===== src/rtl/matrix_pkg.sv =====
// Shared types for the LED-matrix serial capture path.
// A captured word is {row index, column byte}; the row index is the
// position of the highest set bit of the received row pattern.
package matrix_pkg;

   localparam int MAT_N = 8;

   typedef logic [MAT_N-1:0]         mat_word_t;
   typedef logic [$clog2(MAT_N)-1:0] mat_idx_t;

   typedef struct packed {
      mat_idx_t  row;
      mat_word_t col;
   } mat_entry_t;

   // Index of the highest set bit; an all-zero pattern decodes to row 0.
   function automatic mat_idx_t mat_row_index(input mat_word_t w);
      mat_idx_t idx;
      idx = '0;
      for (int i = 0; i < MAT_N; i++) begin
         if (w[i]) idx = mat_idx_t'(i);
      end
      return idx;
   endfunction

endpackage


===== src/rtl/sync_edge.sv =====
// Two-flop synchronizer with rising-edge detect, W bits wide.
// q is the second synchronizer stage; rise flags a 0->1 transition of q
// against its value one clk earlier.
module sync_edge #(
   parameter int W = 1
) (
   input  logic         clk,
   input  logic         reset,
   input  logic [W-1:0] d,
   output logic [W-1:0] q,
   output logic [W-1:0] rise
);

   logic [W-1:0] s1_q, s1_d;
   logic [W-1:0] s2_q, s2_d;
   logic [W-1:0] prev_q, prev_d;

   // Next-state for the synchronizer chain and the edge-history flop.
   always_comb begin
      s1_d   = d;
      s2_d   = s1_q;
      prev_d = s2_q;
   end

   // Synchronizer and history registers, cleared by the asynchronous reset.
   always_ff @(posedge clk or posedge reset) begin
      if (reset) begin
         s1_q   <= '0;
         s2_q   <= '0;
         prev_q <= '0;
      end else begin
         s1_q   <= s1_d;
         s2_q   <= s2_d;
         prev_q <= prev_d;
      end
   end

   assign q    = s2_q;
   assign rise = s2_q & ~prev_q;

endmodule


===== src/rtl/matrix_shift_capture.sv =====
// Receive-side capture of the serial 8x8 LED-matrix link.
// sck/scoldata/srowdata are synchronized into clk, every N sck rising edges
// form one {row index, column byte} word, and words leave through a
// valid/ready FIFO of DEPTH entries. A transfer that stalls for IDLE_CYCLES
// clk cycles is discarded silently.
// Optional build macro: ONEHOT_CHECK_EN -- adds a sticky row_err flag set when
// a completed row pattern is not one-hot; without it row_err is tied low.
// N must equal matrix_pkg::MAT_N since FIFO entries use the package types.
module matrix_shift_capture
   import matrix_pkg::*;
#(
   parameter int N           = MAT_N,
   parameter int DEPTH       = 4,
   parameter int IDLE_CYCLES = 16
) (
   input  logic                 clk,
   input  logic                 reset,
   input  logic                 sck,
   input  logic                 scoldata,
   input  logic                 srowdata,
   output logic                 out_valid,
   input  logic                 out_ready,
   output logic [$clog2(N)-1:0] out_row,
   output logic [N-1:0]         out_col,
   output logic                 overflow,
   output logic                 row_err
);

   localparam int RW = $clog2(N);
   localparam int PW = $clog2(DEPTH);
   localparam int IW = $clog2(IDLE_CYCLES + 1);

   // Synchronized inputs. Data comes from the same stage as sck so all three
   // lines see identical delay and data is stable when the edge is seen.
   logic       sck_level_unused;
   logic       sck_rise;
   logic [1:0] data_s;
   logic [1:0] data_rise_unused;

   sync_edge #(.W(1)) u_sck_sync (
      .clk   (clk),
      .reset (reset),
      .d     (sck),
      .q     (sck_level_unused),
      .rise  (sck_rise)
   );

   sync_edge #(.W(2)) u_data_sync (
      .clk   (clk),
      .reset (reset),
      .d     ({scoldata, srowdata}),
      .q     (data_s),
      .rise  (data_rise_unused)
   );

   logic [N-1:0]  col_sr_q, col_sr_d;
   logic [N-1:0]  row_sr_q, row_sr_d;
   logic [RW-1:0] bit_cnt_q, bit_cnt_d;
   logic [IW-1:0] idle_cnt_q, idle_cnt_d;
   logic          done;

   logic [PW:0]   wr_ptr_q, wr_ptr_d;
   logic [PW:0]   rd_ptr_q, rd_ptr_d;
   logic          overflow_q, overflow_d;
   mat_entry_t    fifo_mem [DEPTH];
   mat_entry_t    push_entry;
   mat_entry_t    head;
   logic          fifo_empty;
   logic          fifo_full;
   logic          push;
   logic          pop;

   // Deserializer: shift on each detected sck edge, count bits, and drop a
   // partial transfer once the link has been quiet for IDLE_CYCLES.
   always_comb begin
      col_sr_d   = col_sr_q;
      row_sr_d   = row_sr_q;
      bit_cnt_d  = bit_cnt_q;
      idle_cnt_d = idle_cnt_q;
      done       = 1'b0;
      if (sck_rise) begin
         col_sr_d   = {col_sr_q[N-2:0], data_s[1]};
         row_sr_d   = {row_sr_q[N-2:0], data_s[0]};
         idle_cnt_d = '0;
         if (bit_cnt_q == RW'(N - 1)) begin
            bit_cnt_d = '0;
            done      = 1'b1;
         end else begin
            bit_cnt_d = bit_cnt_q + 1'b1;
         end
      end else begin
         if (idle_cnt_q != IW'(IDLE_CYCLES)) begin
            idle_cnt_d = idle_cnt_q + 1'b1;
         end else if (bit_cnt_q != '0) begin
            bit_cnt_d = '0;
         end
      end
   end

   // The completed word includes the bit shifted in on the final edge.
   always_comb begin
      push_entry     = '0;
      push_entry.row = mat_row_index(row_sr_d);
      push_entry.col = col_sr_d;
   end

   // FIFO control: a pop in the same cycle frees a slot for a push even when
   // full; a completed word with no room is dropped and flagged.
   always_comb begin
      fifo_empty = (wr_ptr_q == rd_ptr_q);
      fifo_full  = (wr_ptr_q[PW] != rd_ptr_q[PW]) &&
                   (wr_ptr_q[PW-1:0] == rd_ptr_q[PW-1:0]);
      pop        = !fifo_empty && out_ready;
      push       = done && (!fifo_full || pop);
      wr_ptr_d   = wr_ptr_q;
      rd_ptr_d   = rd_ptr_q;
      if (push) wr_ptr_d = wr_ptr_q + 1'b1;
      if (pop)  rd_ptr_d = rd_ptr_q + 1'b1;
      overflow_d = overflow_q | (done && fifo_full && !pop);
   end

   // Control state: deserializer, counters, pointers and sticky overflow.
   always_ff @(posedge clk or posedge reset) begin
      if (reset) begin
         col_sr_q   <= '0;
         row_sr_q   <= '0;
         bit_cnt_q  <= '0;
         idle_cnt_q <= '0;
         wr_ptr_q   <= '0;
         rd_ptr_q   <= '0;
         overflow_q <= 1'b0;
      end else begin
         col_sr_q   <= col_sr_d;
         row_sr_q   <= row_sr_d;
         bit_cnt_q  <= bit_cnt_d;
         idle_cnt_q <= idle_cnt_d;
         wr_ptr_q   <= wr_ptr_d;
         rd_ptr_q   <= rd_ptr_d;
         overflow_q <= overflow_d;
      end
   end

   // FIFO storage; contents are only visible through the valid-masked head.
   always_ff @(posedge clk) begin
      if (push) fifo_mem[wr_ptr_q[PW-1:0]] <= push_entry;
   end

   // Head outputs are forced to zero while empty so reset leaves them at 0.
   always_comb begin
      head      = fifo_mem[rd_ptr_q[PW-1:0]];
      out_valid = !fifo_empty;
      out_row   = out_valid ? head.row : '0;
      out_col   = out_valid ? head.col : '0;
   end

   assign overflow = overflow_q;

`ifdef ONEHOT_CHECK_EN
   logic row_err_q, row_err_d;

   function automatic logic is_onehot(input logic [N-1:0] w);
      return (w != '0) && ((w & (w - 1'b1)) == '0);
   endfunction

   // Sticky row-pattern check on every completed transfer; the word is
   // still pushed regardless of the outcome.
   always_comb begin
      row_err_d = row_err_q | (done && !is_onehot(row_sr_d));
   end

   // Row-error flag register.
   always_ff @(posedge clk or posedge reset) begin
      if (reset) row_err_q <= 1'b0;
      else       row_err_q <= row_err_d;
   end

   assign row_err = row_err_q;
`else
   assign row_err = 1'b0;
`endif

endmodule

===== config.mk =====
export PLATFORM = sky130hd
export DESIGN_NAME = matrix_shift_capture
export DESIGN_NICKNAME = d
export VERILOG_FILES = /design/src/rtl/matrix_pkg.sv /design/src/rtl/sync_edge.sv /design/src/rtl/matrix_shift_capture.sv
export SDC_FILE = /design/constraint.sdc
export NUM_CORES = 1
export LEC_CHECK = 0
export BUFFER_PORTS_ARGS = -buffer_cell sky130_fd_sc_hd__buf_2
export CORE_UTILIZATION = 54
export CTS_CLUSTER_DIAMETER = 40
export DETAILED_ROUTE_END_ITERATION = 7
export PLACE_DENSITY = 0.75
export SETUP_SLACK_MARGIN = 0.5
export SYNTH_ARGS = -nofsm -noshare
export SYNTH_HDL_FRONTEND = slang
export SYNTH_SLANG_ARGS = --single-unit

===== constraint.sdc =====
create_clock -name clk -period 2.23 [get_ports clk]
set_clock_uncertainty 0.15 [all_clocks]
set_input_delay 0.446 -clock clk [delete_from_list [all_inputs] [get_ports clk]]
set_output_delay 0.446 -clock clk [all_outputs]
set_load 0.02 [all_outputs]

==> results.py, run 1 <==
metrics = {
    "outcome": {
        "outcome": "complete, but fails checks",
        "failed_checks": "setup timing",
    },
    "min_path": {
        "hp-class": "input port to async pin",
    },
    "floorplan": {
        "ios": 20,
        "initial_core_util_pct": 57.5,
        "core_area_sq_um": 6100,
        "dieArea_sq_um": 6820,
        "fp.dieH_um": 82.6,
        "row_count": 28,
        "die_w_um": 82.6,
    },
    "timing": {
        "finalSetupViolCount": 12,
        "drv_slew": 0,
        "holdWs_ns": 0.0444,
        "setup_slack_ns": -0.167,
        "hold_viol": 0,
        "rsz0062_at_grt": "yes",
        "period_needed_ns": 2.40,
        "period_share_pct": 108,
        "clock.fmax_mhz": 417,
    },
    "detailed_routing": {
        "vias": 2074,
        "first_iter_violations": 108,
        "ant_nets": 0,
        "wl_um": 6810,
        "drc": 0,
        "dr.pass1.iters": 4,
        "viasPerCell": 5.47,
        "wl_per_cell_um": 18.0,
    },
    "run": {
        "drv_cap": 0,
    },
    "worst_setup_path": {
        "crit_path_end_kind": "output port",
        "cp.arrival_ns": 1.80,
        "crit_path_max_fanout": 7,
        "critPathKind": "flop to output port",
        "worstPathRequired_ns": 1.63,
        "worstSetupStartpointType": "flop",
    },
    "synth": {
        "async_flop_share_pct": 46.3,
        "yosys.area_share.simple_pct": 11.6,
        "syn-num-nets": 265,
        "synth_top_family_by_area": "simple AND/OR/NAND/NOR gates",
        "ys_types": 42,
        "seq_area_frac_synth_pct": 64.8,
        "syn_area_sq_um": 3510,
        "synth_compound_area_share_pct": 4.89,
        "synthCells": 249,
        "synth-main-ff-cell": "edfxtp_1",
        "yosys_warnings": 0,
        "muxShareOfSynthArea_pct": 8.38,
        "synthXorXnorAreaFrac_pct": 3.42,
        "synth-seq-cells": 82,
        "synth_fa_ha_area_share_pct": 3.57,
        "synth_edf_count": 44,
        "syn_avg_cell_area_sq_um": 14.1,
    },
    "place": {
        "hpwl_um": 3930,
        "portBuffers": 18,
        "gp_congestion": 0.748,
    },
    "power_and_ir_drop": {
        "switching_share_pct": 34.2,
        "vdd_ir_drop_max_mv": 0.964,
        "clock_power_share_pct": 19.8,
        "combinationalPowerShare_pct": 44.4,
        "internal_power_mw": 3.71,
        "p_total_mw": 5.64,
        "powerDensity_nw_per_um2": 1260,
        "power_switching_mw": 1.93,
        "seqPwrFrac_pct": 35.9,
        "p_leak_nw": 1.86,
    },
    "global_route": {
        "track_usage_pct": 22.3,
        "grt_antenna_before_repair": 0,
        "grt_overflow": 0,
        "busiest_layer": "met2",
        "gr-usage-met1_pct": 27.1,
        "grt_pass1_wl_um": 10500,
        "met2_usage_pct": 38.5,
        "grt_pass1_vias": 2106,
        "grt_max_degree": 39,
        "met3_usage_pct": 5.82,
    },
    "cells_and_area": {
        "final_nets": 315,
        "antenna_cells": 0,
        "final_cell_mix": "nand2_1, edfxtp_1, dfrtp_1",
        "fillers": 376,
        "syn2layout_area_growth_pct": 27.6,
        "layout-drive-gt1-share_pct": 39.5,
    },
    "clock_tree": {
        "tritoncts": "done",
        "cts-buffers-inserted": 9,
        "clockRootBuffer": "clkbuf_8",
        "cts.path.max_buffers": 2,
        "cts.sinks": 82,
        "clk_latency_ns": 0.35,
        "path_clk_slew_ns": 0.09,
        "ctsHtreeMaxLevel": 3,
    },
}
[cell type report]
type                       count  area [sq um]  share of cell area (%)
timing repair buffer          47           457                    10.2
sequential                    82          2280                    51.0
clock inverter                 7          83.8                    1.87
clock buffer                   9           124                    2.77
multi-input combinational    146          1380                    30.9
inverter                      13          53.8                    1.20
tap                           75          93.8                    2.10
[cells by family after synthesis]
kind of cell / count (synthesis)
simple gates: 84
flops: 82
buf+inv: 24
compound gates: 21
mux: 15
xor+xnor: 12
fa+ha+maj: 10
other cells: 1
[sequential cells by signal, summed over array words and instances (netlist names)]
name and flops:
rd_ptr_q 3, u_sck_sync.s1_q 1, bit_cnt_q 3, wr_ptr_q 3, col_sr_q 8, u_data_sync.q 2
idle_cnt_q 5, u_sck_sync.q 1, overflow 1, fifo_mem 44, u_data_sync.s1_q 2, u_sck_sync.prev_q 1
row_sr_q 8
[per-stage QoR]
step           utilization [%]  setup WS [ns]  TNS (ns)  cell area, sq um  instances
2_1_floorplan                -          0.363         0              3650        249
3_3_place_gp              63.3          0.266         0              3860        343
3_5_place_dp              63.3          0.216         0              3860        343
4_1_cts                   71.6         -0.133     -1.10              4360        377
5_1_grt                   73.4         -0.228     -2.37              4480        379
6_report                  73.4         -0.167     -1.50              4480        379
[power by group through the flow]
stage	clock, mW	sequential, mW	combinational, mW
finish	1.12	2.02	2.50
global placement	0	2.02	1.76
detailed placement	0	2.03	1.80
CTS	1.13	2.00	2.31
global route	1.19	2.04	2.69
floorplan	0	1.98	1.44
[routing by layer]
metal	wire length [um]	share of wire, %	vias up
li1	-	-	982
met3	239	3.5	6
met5	0	0	-
met1	2850	42	1044
met2	3630	53	42
met4	97	1.4	0
[critical path, stage by stage, from the launching register on]
cell	delay (ns)
dfrtp_2	0.48
buf_8	0.17
mux4_2	0.52
nor2b_4	0.15
buf_6	0.12
[cells in the mapped netlist, types with 2 or more instances]
cell type,instances,area (sq um)
nand2b_1,4,25.0
mux2i_1,2,20.0
a211oi_1,2,15.0
nor2b_1,13,81.3
xnor2_1,6,52.6
nor3_1,4,20.0
o21ai_0,7,35.0
dfrtp_1,38,951
xor2_1,4,35.0
buf_2,6,30.0
and2_2,3,22.5
nand2_1,44,165
buf_4,2,15.0
o311ai_1,2,17.5
ha_1,10,125
nor2_1,8,30.0
nand3_1,3,15.0
inv_1,13,48.8
mux4_2,11,248
edfxtp_1,44,1320
a31o_2,2,17.5
[worst paths after layout]
check / startpoint / endpoint / slack [ns] / depth (start not counted)
max in group asynchronous: reset / u_sck_sync.q$_DFF_PP0_ / 1.53 / 3
setup / recovery: rd_ptr_q[0]$_DFFE_PP0P_ / out_col[0] / -0.17 / 4
hold reg to reg: u_sck_sync.s1_q$_DFF_PP0_ / u_sck_sync.q$_DFF_PP0_ / 0.20 / 0
hold / removal: reset / wr_ptr_q[0]$_DFFE_PP0N_ / 0.04 / 3
min in group clk: srowdata / u_data_sync.s1_q[0]$_DFF_PP0_ / 0.05 / 1
setup reg to reg: rd_ptr_q[0]$_DFFE_PP0P_ / fifo_mem[3][0]$_DFFE_PP_ / 0.26 / 6
[timing repair]
| item | CTS | global route |
|---|---|---|
| buffers inserted | 13 | 2 |
| pin swaps | 11 | 3 |
| hold buffers | 0 | 0 |
| gates cloned | 5 | 0 |
| setup endpoints to repair | 62 | 65 |
| gates resized for setup | 39 | 23 |
No activity file was read; power rests on OpenSTA's default activity.
==> inputs of run 2 (changes only) <==
Settings changed: REMOVE_ABC_BUFFERS set to 1.
==> run 2 against run 1 <==
Sequential power is essentially flat; the flow still finishes with violations (setup timing); critical path depth is the same; combinational power shrank 21%; via count shrank 1.5%; core utilization shrank 2.8 points; maximum frequency grew 4.0%; first-iteration DRC count grew 58%; global-route usage shrank 0.69 points; clock-buffer cell count grew 3; cell count shrank 0.53%; flip-flop and latch count is the same; die area is the same.
==> results.py, run 2 (same netlist as run 1, synthesis figures left out) <==
metrics = {
    "global_route": {
        "met3_usage_pct": 3.52,
        "grt_pass1_wl_um": 10200,
        "busiest_layer": "met2",
        "grt_max_degree": 39,
        "track_usage_pct": 21.6,
        "grt_overflow": 0,
        "gr-usage-met1_pct": 26.9,
        "grt_pass1_vias": 2021,
        "met2_usage_pct": 35.8,
        "grt_antenna_before_repair": 0,
    },
    "detailed_routing": {
        "vias": 2042,
        "dr.pass1.iters": 4,
        "viasPerCell": 5.42,
        "wl_um": 6670,
        "ant_nets": 0,
        "drc": 0,
        "first_iter_violations": 171,
        "wl_per_cell_um": 17.7,
    },
    "floorplan": {
        "dieArea_sq_um": 6820,
        "die_w_um": 82.6,
        "row_count": 28,
        "initial_core_util_pct": 57.5,
        "core_area_sq_um": 6100,
        "fp.dieH_um": 82.6,
        "ios": 20,
    },
    "cells_and_area": {
        "antenna_cells": 0,
        "fillers": 398,
        "final_nets": 313,
        "syn2layout_area_growth_pct": 22.7,
        "largest_register_ff_count": 44,
        "utilization_pct": 70.6,
        "layout-drive-gt1-share_pct": 34.8,
        "final_area_sq_um": 4300,
        "final_cell_mix": "nand2_1, edfxtp_1, dfrtp_1",
    },
    "worst_setup_path": {
        "crit_slowest_cell": "mux4_2",
        "r2r_cells": 7,
        "timing.rr.start": "bit_cnt_q[1]$_DFFE_PP0P_",
        "worst_path_largest_cell_delay_ns": 0.51,
        "worstSetupStartpointType": "flop",
        "regToRegSetupSlack_ns": 0.14,
        "critPathTopFamily": "multiplexers",
        "crit_path_end_kind": "output port",
        "worstPathRequired_ns": 1.63,
        "cp.arrival_ns": 1.71,
        "critPathKind": "flop to output port",
        "timing.rr.end": "fifo_mem[2][1]$_DFFE_PP_",
        "path_cells": "buf_6 > mux4_2 > nor2b_1 > buf_2",
        "crit_path_max_fanout": 6,
        "crit_buf_inv": 2,
    },
    "timing": {
        "finalSetupTns_ns": -0.551,
        "period_needed_ns": 2.30,
        "rsz0062_at_grt": "yes",
        "period_share_pct": 103,
        "setup_slack_ns": -0.0748,
        "holdWs_ns": 0.0547,
        "finalSetupViolCount": 12,
        "clock.fmax_mhz": 434,
        "hold_viol": 0,
        "drv_slew": 0,
    },
    "power_and_ir_drop": {
        "vdd_ir_drop_max_mv": 0.973,
        "p_leak_nw": 1.77,
        "powerDensity_nw_per_um2": 1200,
    },
    "run": {
        "drv_cap": 0,
    },
    "place": {
        "gp_congestion": 0.797,
        "hpwl_um": 3590,
        "portBuffers": 18,
        "post_dp_cell_area_sq_um": 3700,
    },
    "clock_tree": {
        "hold_buffers": 0,
        "clockRootBuffer": "clkbuf_8",
        "tritoncts": "done",
        "cts.path.max_buffers": 2,
        "cts-buffers-inserted": 9,
        "path_clk_slew_ns": 0.09,
        "ctsHtreeMaxLevel": 3,
        "clk_latency_ns": 0.34,
        "cts.sinks": 82,
    },
    "min_path": {
        "hp-class": "input port to async pin",
    },
    "outcome": {
        "outcome": "complete, but fails checks",
        "failed_checks": "setup timing",
    },
}
[run 2: timing repair]
action / 4_1_cts / 5_1_grt
hold endpoints to repair: 0 / 0
setup buffers: 10 / 6
cloned: 4 / 1
resized for setup: 32 / 32
setup endpoints to repair: 65 / 68
pin swaps: 6 / 5
[run 2: how the worst max path moves through the flow]
stage	slack [ns]	depth (start not counted)	endpoint	from
after floorplan	-0.42	3	fifo_mem[3][0]$_DFFE_PP_	rd_ptr_q[0]$_DFFE_PP0P_
after global placement	0.22	5	fifo_mem[1][2]$_DFFE_PP_	bit_cnt_q[0]$_DFFE_PP0P_
after detailed placement	0.16	5	fifo_mem[2][2]$_DFFE_PP_	bit_cnt_q[0]$_DFFE_PP0P_
after CTS	-0.09	4	out_col[1]	rd_ptr_q[0]$_DFFE_PP0P_
after global routing	-0.16	4	out_col[4]	rd_ptr_q[0]$_DFFE_PP0P_
final	-0.07	4	out_col[4]	rd_ptr_q[0]$_DFFE_PP0P_
[run 2: layer usage]
| layer | wire length, um | part of all wire (%) |
|---|---|---|
| met5 | 0 | 0 |
| met4 | 138 | 2.1 |
| met3 | 349 | 5.2 |
| met2 | 3450 | 52 |
| met1 | 2730 | 41 |
[run 2: stage by stage]
step | setup slack [ns] | std cells | power [mW]
2_1_floorplan | -0.422 | 238 | 3.07
3_5_place_dp | 0.157 | 340 | 3.52
5_1_grt | -0.155 | 377 | 5.46
3_3_place_gp | 0.222 | 340 | 3.49
6_report | -0.0748 | 377 | 5.17
4_1_cts | -0.0903 | 370 | 4.87
[run 2: worst register-to-register path, stage by stage, from the launching register on]
cell	delay [ns]
dfrtp_1	0.38
ha_2	0.21
ha_4	0.13
nand3b_1	0.23
a41oi_4	0.32
buf_6	0.14
buf_6	0.09
and2_4	0.18
[run 2: layout make-up]
class                           count  area [sq um]  area share, %
Timing Repair Buffer               45           367           8.52
Multi-Input combinational cell    146          1290           30.1
Clock buffer                       12           145           3.37
Tap cell                           75          93.8           2.18
Clock inverter                      4          76.3           1.77
Inverter                           13          48.8           1.13
Sequential cell                    82          2280           52.9
[run 2: power breakdown]
| part | total, mW | leakage [nW] | internal (mW) | switching, mW |
|---|---|---|---|---|
| clock network | 1.18 | 0.107 | 0.664 | 0.517 |
| logic | 1.98 | 0.792 | 0.956 | 1.02 |
| registers | 2.01 | 0.875 | 1.83 | 0.180 |
